[src/rtl/fpadd_scheduler_if.sv]
// Client request/response and adder-datapath signals of the shared FP32 adder scheduler.
// slave is the scheduler's view; master is the requesters plus the adder datapath.
interface fpadd_scheduler_if #(
  parameter int N = 4
);
  logic [N-1:0]    req_valid;
  logic [32*N-1:0] req_a;
  logic [32*N-1:0] req_b;
  logic [N-1:0]    req_ready;
  logic [N-1:0]    rsp_valid;
  logic [32*N-1:0] rsp_data;
  logic [N-1:0]    rsp_ovf;
  logic [N-1:0]    rsp_ready;
  logic            add_valid;
  logic [31:0]     add_a;
  logic [31:0]     add_b;
  logic [31:0]     add_result;

  modport master (
    output req_valid, req_a, req_b, rsp_ready, add_result,
    input  req_ready, rsp_valid, rsp_data, rsp_ovf, add_valid, add_a, add_b
  );

  modport slave (
    input  req_valid, req_a, req_b, rsp_ready, add_result,
    output req_ready, rsp_valid, rsp_data, rsp_ovf, add_valid, add_a, add_b
  );
endinterface

[src/rtl/fpadd_scheduler.sv]
// Round-robin scheduler sharing one fixed-latency FP32 adder among N requesters; issue one cycle after grant.
// Result is held per requester (rsp_valid LAT+2 cycles after grant); an unconsumed result stalls only its owner.
module fpadd_scheduler #(
  parameter int N   = 4,
  parameter int LAT = 3
) (
  input  logic              clk,
  input  logic              rst_n,
  fpadd_scheduler_if.slave  bus,
  output logic              busy
);
  localparam int IW = (N > 1) ? $clog2(N) : 1;
  localparam int SW = IW + 1;

  typedef enum logic [1:0] {
    IDLE     = 2'd0,
    INFLIGHT = 2'd1,
    DONE     = 2'd2
  } state_t;

  state_t          state     [N];
  state_t          nextState [N];
  logic [IW-1:0]   rrPtr;
  logic            grantVld;
  logic [IW-1:0]   grantIdx;
  logic [SW-1:0]   scanIdx;
  logic [IW-1:0]   scanPick;

  // Stage 0 lines up with add_valid, stage LAT with add_result.
  logic [LAT:0]    tagVld;
  logic [IW-1:0]   tagIdx [LAT+1];
  logic            capVld;
  logic [IW-1:0]   capIdx;

  logic [32*N-1:0] rspData;
  logic [N-1:0]    rspOvf;

  assign capVld = tagVld[LAT];
  assign capIdx = tagIdx[LAT];

  always_comb begin
    grantVld = 1'b0;
    grantIdx = '0;
    scanIdx  = '0;
    scanPick = '0;
    for (int k = 0; k < N; k++) begin
      scanIdx = SW'(rrPtr) + SW'(k);
      if (scanIdx >= SW'(N)) begin
        scanIdx = scanIdx - SW'(N);
      end
      scanPick = scanIdx[IW-1:0];
      if (!grantVld && bus.req_valid[scanPick] && state[scanPick] == IDLE) begin
        grantVld = 1'b1;
        grantIdx = scanPick;
      end
    end
  end

  always_ff @(posedge clk or negedge rst_n) begin
    if (!rst_n) begin
      for (int i = 0; i < N; i++) begin
        state[i] <= IDLE;
      end
    end else begin
      state <= nextState;
    end
  end

  // A requester cannot be granted while DONE, so release and reissue never share a cycle.
  always_comb begin
    for (int i = 0; i < N; i++) begin
      nextState[i] = state[i];
      unique case (state[i])
        IDLE:     if (grantVld && grantIdx == IW'(i)) nextState[i] = INFLIGHT;
        INFLIGHT: if (capVld && capIdx == IW'(i))     nextState[i] = DONE;
        DONE:     if (bus.rsp_ready[i])               nextState[i] = IDLE;
        default:  nextState[i] = IDLE;
      endcase
    end
  end

  always_comb begin
    bus.req_ready = '0;
    bus.rsp_valid = '0;
    for (int i = 0; i < N; i++) begin
      bus.req_ready[i] = (state[i] == IDLE);
      bus.rsp_valid[i] = (state[i] == DONE);
    end
  end

  assign busy         = ~&bus.req_ready;
  assign bus.rsp_data = rspData;
  assign bus.rsp_ovf  = rspOvf;

  always_ff @(posedge clk or negedge rst_n) begin
    if (!rst_n) begin
      rrPtr         <= '0;
      bus.add_valid <= 1'b0;
      bus.add_a     <= '0;
      bus.add_b     <= '0;
      tagVld        <= '0;
      for (int k = 0; k <= LAT; k++) begin
        tagIdx[k] <= '0;
      end
      rspData       <= '0;
      rspOvf        <= '0;
    end else begin
      bus.add_valid <= grantVld;
      tagVld        <= {tagVld[LAT-1:0], grantVld};
      tagIdx[0]     <= grantIdx;
      for (int k = 1; k <= LAT; k++) begin
        tagIdx[k] <= tagIdx[k-1];
      end
      if (grantVld) begin
        rrPtr     <= (grantIdx == IW'(N-1)) ? '0 : grantIdx + IW'(1);
        bus.add_a <= bus.req_a[{grantIdx, 5'd0} +: 32];
        bus.add_b <= bus.req_b[{grantIdx, 5'd0} +: 32];
      end
      // Owner is INFLIGHT, so its holding register is free when the result lands.
      if (capVld) begin
        rspData[{capIdx, 5'd0} +: 32] <= bus.add_result;
        rspOvf[capIdx]                <= (bus.add_result[30:23] == 8'hFF);
      end
    end
  end
endmodule

[src/flat_wrapper.sv]
// flat-port wrapper written by rule: the top's interface ports become plain ports
module fpadd_scheduler_flat 
#(
  parameter int N   = 4,
  parameter int LAT = 3
)
  (clk, rst_n, busy, bus_req_valid, bus_req_a, bus_req_b, bus_rsp_ready, bus_add_result, bus_req_ready, bus_rsp_valid, bus_rsp_data, bus_rsp_ovf, bus_add_valid, bus_add_a, bus_add_b);
  fpadd_scheduler_if #(.N(N)) bus_i ();
  input  logic clk;
  input  logic rst_n;
  output logic busy;
  input wire logic [$bits(bus_i.req_valid)-1:0] bus_req_valid;
  input wire logic [$bits(bus_i.req_a)-1:0] bus_req_a;
  input wire logic [$bits(bus_i.req_b)-1:0] bus_req_b;
  input wire logic [$bits(bus_i.rsp_ready)-1:0] bus_rsp_ready;
  input wire logic [$bits(bus_i.add_result)-1:0] bus_add_result;
  output wire logic [$bits(bus_i.req_ready)-1:0] bus_req_ready;
  output wire logic [$bits(bus_i.rsp_valid)-1:0] bus_rsp_valid;
  output wire logic [$bits(bus_i.rsp_data)-1:0] bus_rsp_data;
  output wire logic [$bits(bus_i.rsp_ovf)-1:0] bus_rsp_ovf;
  output wire logic [$bits(bus_i.add_valid)-1:0] bus_add_valid;
  output wire logic [$bits(bus_i.add_a)-1:0] bus_add_a;
  output wire logic [$bits(bus_i.add_b)-1:0] bus_add_b;
  assign bus_i.req_valid = bus_req_valid;
  assign bus_i.req_a = bus_req_a;
  assign bus_i.req_b = bus_req_b;
  assign bus_i.rsp_ready = bus_rsp_ready;
  assign bus_i.add_result = bus_add_result;
  assign bus_req_ready = bus_i.req_ready;
  assign bus_rsp_valid = bus_i.rsp_valid;
  assign bus_rsp_data = bus_i.rsp_data;
  assign bus_rsp_ovf = bus_i.rsp_ovf;
  assign bus_add_valid = bus_i.add_valid;
  assign bus_add_a = bus_i.add_a;
  assign bus_add_b = bus_i.add_b;
  fpadd_scheduler #(.N(N), .LAT(LAT)) u_core (.clk(clk), .rst_n(rst_n), .bus(bus_i), .busy(busy));
endmodule
[config.mk]
export PLATFORM = sky130hd
export DESIGN_NAME = fpadd_scheduler_flat
export DESIGN_NICKNAME = d
export VERILOG_FILES = /design/src/rtl/fpadd_scheduler_if.sv /design/src/rtl/fpadd_scheduler.sv /design/src/flat_wrapper.sv
export SDC_FILE = /design/constraint.sdc
export NUM_CORES = 1
export LEC_CHECK = 0
export ABC_AREA = 1
export CORE_AREA = 10 10 190 192
export DETAILED_ROUTE_END_ITERATION = 10
export DIE_AREA = 0 0 200 202
export GPL_TIMING_DRIVEN = 0
export PLACE_DENSITY = 0.7
export SYNTH_ARGS = -nofsm -noshare
export SYNTH_HDL_FRONTEND = slang
export SYNTH_SLANG_ARGS = --single-unit
[constraint.sdc]
create_clock -name clk -period 5.44 [get_ports clk]
set_clock_uncertainty 0.2 [all_clocks]
set_input_delay 1.088 -clock clk [delete_from_list [all_inputs] [get_ports clk]]
set_output_delay 1.088 -clock clk [all_outputs]
set_load 0.02 [all_outputs]
==> flow_summary_export.csv, run 1 <==
group,metric,value,unit
setup_path,critPathTopFamily,"buffers and inverters",
sta,fmax,299.3,MHz
global_routing,grt_pass1_wl,82680,µm
sta,finalSetupViolations,0,
cells_and_area,drive_gt1_share,6.287,%
clock_tree,clk_latency,530,ps
run,drv_cap,0,
cells_and_area,final_cell_mix,"nand2_1, clkdlybuf4s50_1, dfrtp_1",
floorplanning,die_x,200,µm
cells_and_area,layout_commonest_cell,"nand2_1",
synth,yosysWarnings,0,
floorplanning,rows,66,
global_routing,grt_use_total,27.06,%
global_routing,globalRouteOverflowTotal,0,
detailed_routing,firstDrtPassIters,5,
detailed_routing,routed_wl,56790,µm
global_routing,antenna_found_initial,26,
power_and_ir_drop,total_leakage_power,8.726,nW
sta,fin_setup_tns,0,ps
run_status,status,"complete, no violations",
floorplanning,dieArea,40400,µm²
worst_hold_path,hold_path_class,"reg2reg",
floorplanning,start_util,35.77,%
cells_and_area,area_growth,56.48,%
detailed_routing,drtAntennaViolNets,0,
cells_and_area,final_util,55.98,%
placement,gp_congestion,1.013,
clock_tree,clk_pin_slew,60,ps
synth,yosysSeqAreaShare,47.23,%
clock_tree,hold_buffers,0,
sta,worstMarginPinSlew,900.8,ps
setup_path,worst_setup_path_end_kind,"output port",
placement,dp_cells,2575,
sta,drv_slew,0,
clock_tree,root_buffer,"clkbuf_16",
setup_path,crit_type,"reg2out",
cells_and_area,stdcell_count,2633,
sta,relSlewSlack,39.95,%
setup_path,start_kind,"register",
floorplanning,ios,504,
synth,syn-instance-count,1629,
detailed_routing,vias,13000,
setup_path,critPathBufInv,2,
detailed_routing,viasPerCell,4.936,
floorplanning,die_h,202,µm
sta,finalCritPeriodShare,61.42,%
sta,finalCriticalPeriod,3341,ps
placement,dp_hpwl,45900,µm
clock_tree,clock_sinks,218,
clock_tree,cts_tree,"yes",
synth,synth_cell_types,30,
setup_path,crit_path_top_delay_cell,"clkdlybuf4s50_1",
setup_path,crit_path_max_incr_delay,600,ps
cells_and_area,nets,2463,
setup_path,cp.required,4150,ps
setup_path,crit_chain,"nor2_1 > buf_4 > clkdlybuf4s50_1",
clock_tree,post-cts-setup-buffers,0,
clock_tree,htreeDepth,1,
power_and_ir_drop,power.density,851.5,nW/µm²
detailed_routing,drtIter0Drc,872,
synth,synth_nets,1932,
global_routing,first_global_vias,12880,
placement,port_buffers,503,
clock_tree,cts_made_buffers,25,
setup_path,arrival,2050,ps
floorplanning,core-area,32290,µm²
detailed_routing,drt-wirelength-per-cell,21.57,µm
synth,syn_area_per_cell,7.091,µm²
synth,yosys_register_bits,218,
global_routing,grt_max_degree,118,
setup_path,crit_path_max_fanout,6,
sta,hold_viol_final,0,
clock_tree,clockBufferDepth,3,
synth,synthesis.area,11550,µm²
sta,rsz0062_at_grt,"false",
clock_tree,cts.repair.resized,0,
power_and_ir_drop,ir_worst_vdd,433.7,µV
detailed_routing,drc_errors,0,
## stage by stage
step | power, mW | hold slack, ps | setup slack, ps | instance area (µm²)
floorplan | 9.496 | 131.2 | 2770 | 11550
global placement | 13.49 | 131.3 | -6338 | 17140
detailed placement | 13.61 | 135.6 | 1796 | 17170
CTS | 15.47 | 149.4 | 2048 | 18040
global route | 16.68 | 151.8 | 2016 | 18060
finish | 15.39 | 148.4 | 2099 | 18070
## layout make-up
type                       instances  area [µm²]
multi-input combinational       1266        5319
clock inverter                    16       209.0
clock buffer                      30       664.4
buffer                           117       666.9
fill                            3066       14210
tap                              442       553.0
timing repair buffer             504        5067
antenna                           12       30.03
sequential                       218        5455
inverter                          28       110.1
## cells in the mapped netlist
master | n | area share, %
inv_1 | 24 | 0.78
inv_6 | 1 | 0.076
nor2_1 | 25 | 0.81
a21oi_4 | 1 | 0.14
nor2_4 | 2 | 0.19
nand3_2 | 1 | 0.087
ha_1 | 5 | 0.54
nor3_1 | 1 | 0.043
a21oi_2 | 1 | 0.076
buf_4 | 22 | 1.4
inv_2 | 3 | 0.097
nand2_2 | 7 | 0.38
buf_6 | 13 | 1.3
nand4_1 | 4 | 0.22
o31ai_1 | 1 | 0.065
o21ai_2 | 1 | 0.076
clkbuf_1 | 45 | 1.5
o22ai_1 | 3 | 0.16
nand3_1 | 181 | 7.8
buf_2 | 35 | 1.5
nand2_1 | 891 | 29
o21ai_4 | 1 | 0.14
nor3b_1 | 1 | 0.065
nand2_4 | 3 | 0.29
o211ai_1 | 1 | 0.065
buf_1 | 1 | 0.032
dfrtp_1 | 218 | 47
o21ai_0 | 135 | 5.8
clkbuf_4 | 1 | 0.065
o21ai_1 | 1 | 0.043
## power by group
part           internal, mW  switching [mW]  leakage (nW)
clock                  1.07           0.733         0.428
sequential             2.44           0.464          2.87
combinational          3.78            6.90          5.43
## sequential cells by signal, summed over array words and instances, names as in the netlist
signal	flops
u_core.bus.rsp_data	128
u_core.capIdx	2
u_core.state	8
u_core.bus.add_a	32
u_core.bus.rsp_ovf	4
u_core.rrPtr	2
u_core.tagVld	4
u_core.tagIdx	6
u_core.bus.add_b	32
## path summary, 6_finish.rpt
check	from	endpoint	slack, ps	cells past startpoint
worst max-delay path	u_core.state[2]	bus_req_ready[2]	2100	3
worst max register to register	u_core.capIdx[0]	u_core.bus.rsp_data[15]	2650	7
max in group asynchronous	rst_n	u_core.bus.add_a[3]	3550	2
min in group asynchronous	rst_n	u_core.bus.rsp_data[7]	420	1
worst min register to register	u_core.tagIdx[3]	u_core.capIdx[1]	150	0
worst min-delay path	u_core.tagIdx[3]	u_core.capIdx[1]	150	0
## cells by family after synthesis
kind of cell | after synthesis | synth area share [%]
buffers and inverters | 145 | 6.727
AOI/OAI and AO/OA | 145 | 6.618
DFF | 218 | 47.23
and+or+nand+nor | 1116 | 38.89
adders and majority gates | 5 | 0.5416
## layer usage
layer,up-vias,share of wire [%],global-route usage [%]
li1,6238,-,-
met1,6108,37,29.63
met2,543,50,48.19
met3,79,11,9.919
met4,28,2.2,6.600
met5,-,0.35,0
## worst register-to-register path, stage by stage (launching register included)
cell	delay (ps)
dfrtp_1	380
clkbuf_1	380
inv_1	180
ha_1	400
nor2_1	370
clkbuf_1	470
nand3_1	110
o21ai_0	210
Power figures use the tool's default switching activity.
==> inputs of run 2 (changes only) <==
--- a/config.mk
+++ b/config.mk
@@ -6,11 +6,11 @@
 export NUM_CORES = 1
 export LEC_CHECK = 0
 export ABC_AREA = 1
-export CORE_AREA = 10 10 190 192
+export CORE_AREA = 10 10 189 191
 export DETAILED_ROUTE_END_ITERATION = 10
-export DIE_AREA = 0 0 200 202
+export DIE_AREA = 0 0 199 201
 export GPL_TIMING_DRIVEN = 0
-export PLACE_DENSITY = 0.7
+export PLACE_DENSITY = 0.73
 export SYNTH_ARGS = -nofsm -noshare
 export SYNTH_HDL_FRONTEND = slang
 export SYNTH_SLANG_ARGS = --single-unit
==> constraint.sdc (replaced) <==
create_clock -name clk -period 2.8 [get_ports clk]
set_clock_uncertainty 0.2 [all_clocks]
set_input_delay 0.56 -clock clk [delete_from_list [all_inputs] [get_ports clk]]
set_output_delay 0.56 -clock clk [all_outputs]
set_load 0.02 [all_outputs]
==> run 2 against run 1 <==
Against the previous run:
- clock power increased by 82%
- first-iteration DRC count decreased by 20%
- setup slack got worse by 2000 ps
- cell count decreased by 1.4%
- total power increased by 95%
- critical path depth increased by 2
- via count decreased by 0.28%
- sequential cell count unchanged
- core utilization increased by 0.29 points
- highest routed layer unchanged
- largest power group unchanged
- die area decreased by 0.99%
- sequential power increased by 95%
==> flow_summary_export.csv, run 2 (synthesized netlist as in run 1, its figures left out) <==
group,metric,value,unit
run_status,status,"complete, no violations",
floorplanning,die_x,199,µm
setup_path,reg2reg_slack,190,ps
setup_path,start_kind,"register",
sta,fmax,370.5,MHz
global_routing,grtUsageMet3,10.60,%
clock_tree,cts_tree,"yes",
floorplanning,start_util,36.05,%
worst_hold_path,min_to,"u_core.tagIdx[4]",
global_routing,top_usage_layer,"met2",
setup_path,cp.required,2040,ps
sta,hold_viol_final,0,
setup_path,critPathTopFamily,"buffers and inverters",
setup_path,crit_type,"reg2out",
setup_path,arrival,1940,ps
placement,dp_cells,2541,
setup_path,worst_setup_path_end_kind,"output port",
global_routing,grt_max_degree,120,
setup_path,cp_common_cell,"inv_1",
floorplanning,dieArea,40000,µm²
cells_and_area,nets,2463,
clock_tree,clk_latency,520,ps
cells_and_area,layout_commonest_cell,"nand2_1",
sta,finalSetupViolations,0,
sta,finalCritPeriodShare,96.39,%
sta,layout_setup_ws,101.1,ps
sta,finalCriticalPeriod,2699,ps
worst_hold_path,hold_path_class,"reg2reg",
floorplanning,rows,66,
setup_path,crit_path_top_delay_cell,"clkdlybuf4s50_1",
cells_and_area,final_cell_mix,"nand2_1, clkdlybuf4s50_1, dfrtp_1",
detailed_routing,vias,12960,
global_routing,antenna_found_initial,20,
floorplanning,core-area,32040,µm²
floorplanning,ios,504,
power_and_ir_drop,power.density,1666,nW/µm²
placement,port_buffers,503,
global_routing,met1_usage,29.51,%
worst_hold_path,min_from,"u_core.tagIdx[6]",
cells_and_area,drive_gt1_share,6.612,%
sta,drv_slew,0,
global_routing,grt_pass1_wl,82830,µm
global_routing,use_met2,47.43,%
power_and_ir_drop,ir_worst_vdd,1077,µV
detailed_routing,firstDrtPassIters,5,
placement,dp_slack,-279.5,ps
power_and_ir_drop,power,30.03,mW
placement,dp_hpwl,45710,µm
detailed_routing,drtIter0Drc,700,
global_routing,grt_use_total,27.10,%
setup_path,crit_path_max_fanout,3,
setup_path,crit_chain,"inv_1 > nand2_1 > inv_1 > buf_4 > clkdlybuf4s50_1",
worst_hold_path,hold_depth,0,
setup_path,crit_cells,5,
sta,hold_slack,144.9,ps
clock_tree,root_buffer,"clkbuf_16",
setup_path,reg2reg_from,"u_core.rrPtr[0]",
clock_tree,clock_sinks,218,
setup_path,r2r_cells,16,
detailed_routing,viasPerCell,4.992,
floorplanning,die_h,201,µm
clock_tree,post-cts-setup-buffers,0,
sta,relSlewSlack,44.30,%
cells_and_area,stdcell_count,2596,
cells_and_area,largest_reg_flops,128,
cells_and_area,postLayoutCellArea,18030,µm²
detailed_routing,routed_wl,56330,µm
global_routing,globalRouteOverflowTotal,0,
clock_tree,cts_made_buffers,25,
clock_tree,clockBufferDepth,3,
setup_path,rr_endpoint,"u_core.bus.add_b[30]",
placement,placed_area,17130,µm²
run,drv_cap,0,
sta,rsz0062_at_grt,"false",
sta,worstMarginPinSlew,835.6,ps
detailed_routing,drt-wirelength-per-cell,21.70,µm
cells_and_area,area_growth,56.09,%
setup_path,critPathBufInv,4,
setup_path,crit_path_max_incr_delay,600,ps
clock_tree,clk_pin_slew,60,ps
global_routing,first_global_vias,13290,
detailed_routing,drtAntennaViolNets,0,
clock_tree,htreeDepth,1,
detailed_routing,drc_errors,0,
placement,gp_congestion,0.9378,
power_and_ir_drop,total_leakage_power,8.733,nW
-- run 2: cell type report --
| class | count | area (µm²) |
|---|---|---|
| fillers | 3031 | 14010 |
| flip-flops and latches | 218 | 5455 |
| multi-input cells | 1266 | 5331 |
| repair buffers | 505 | 5077 |
| clock buffers | 35 | 713.2 |
| plain buffers | 116 | 694.4 |
| well taps | 408 | 510.5 |
| clock inverters | 10 | 112.6 |
| inverters | 28 | 110.1 |
| diodes | 10 | 25.02 |
-- run 2: what timing repair did --
item | CTS | global route
gates resized for setup | 1 | 27
setup endpoints to repair | 2 | 109
endpoints found under the hold margin | 99 | 0
hold buffers | 1 | 0
-- run 2: per-stage QoR --
step | setup TNS, ps | util (%)
after global placement | -1840620 | 53.36
after detailed placement | -11540 | 53.46
after floorplan | 0 | -
after global routing | 0 | 56.23
final | 0 | 56.27
after CTS | 0 | 56.08
-- run 2: worst max-delay path by stage --
stage | end | from
6_report | bus_req_ready[1] | u_core.state[5]
5_1_grt | u_core.bus.add_b[30] | u_core.rrPtr[0]
4_1_cts | bus_req_ready[3] | u_core.state[0]
3_5_place_dp | u_core.bus.add_b[30] | bus_req_valid[3]
3_3_place_gp | u_core.bus.add_a[15] | rst_n
2_1_floorplan | u_core.bus.add_a[20] | u_core.rrPtr[0]
-- run 2: routing by layer --
layer,wire (µm),vias to the layer above
met5,111,-
met4,1385,18
met3,6080,86
met2,27960,560
met1,20790,6084
li1,-,6212
-- run 2: where the power goes --
part / switching (mW) / internal (mW) / leakage (nW) / total, mW
Clock: 1.34 / 1.96 / 0.402 / 3.30
Sequential: 0.922 / 4.73 / 2.87 / 5.65
Combinational: 13.6 / 7.48 / 5.46 / 21.1
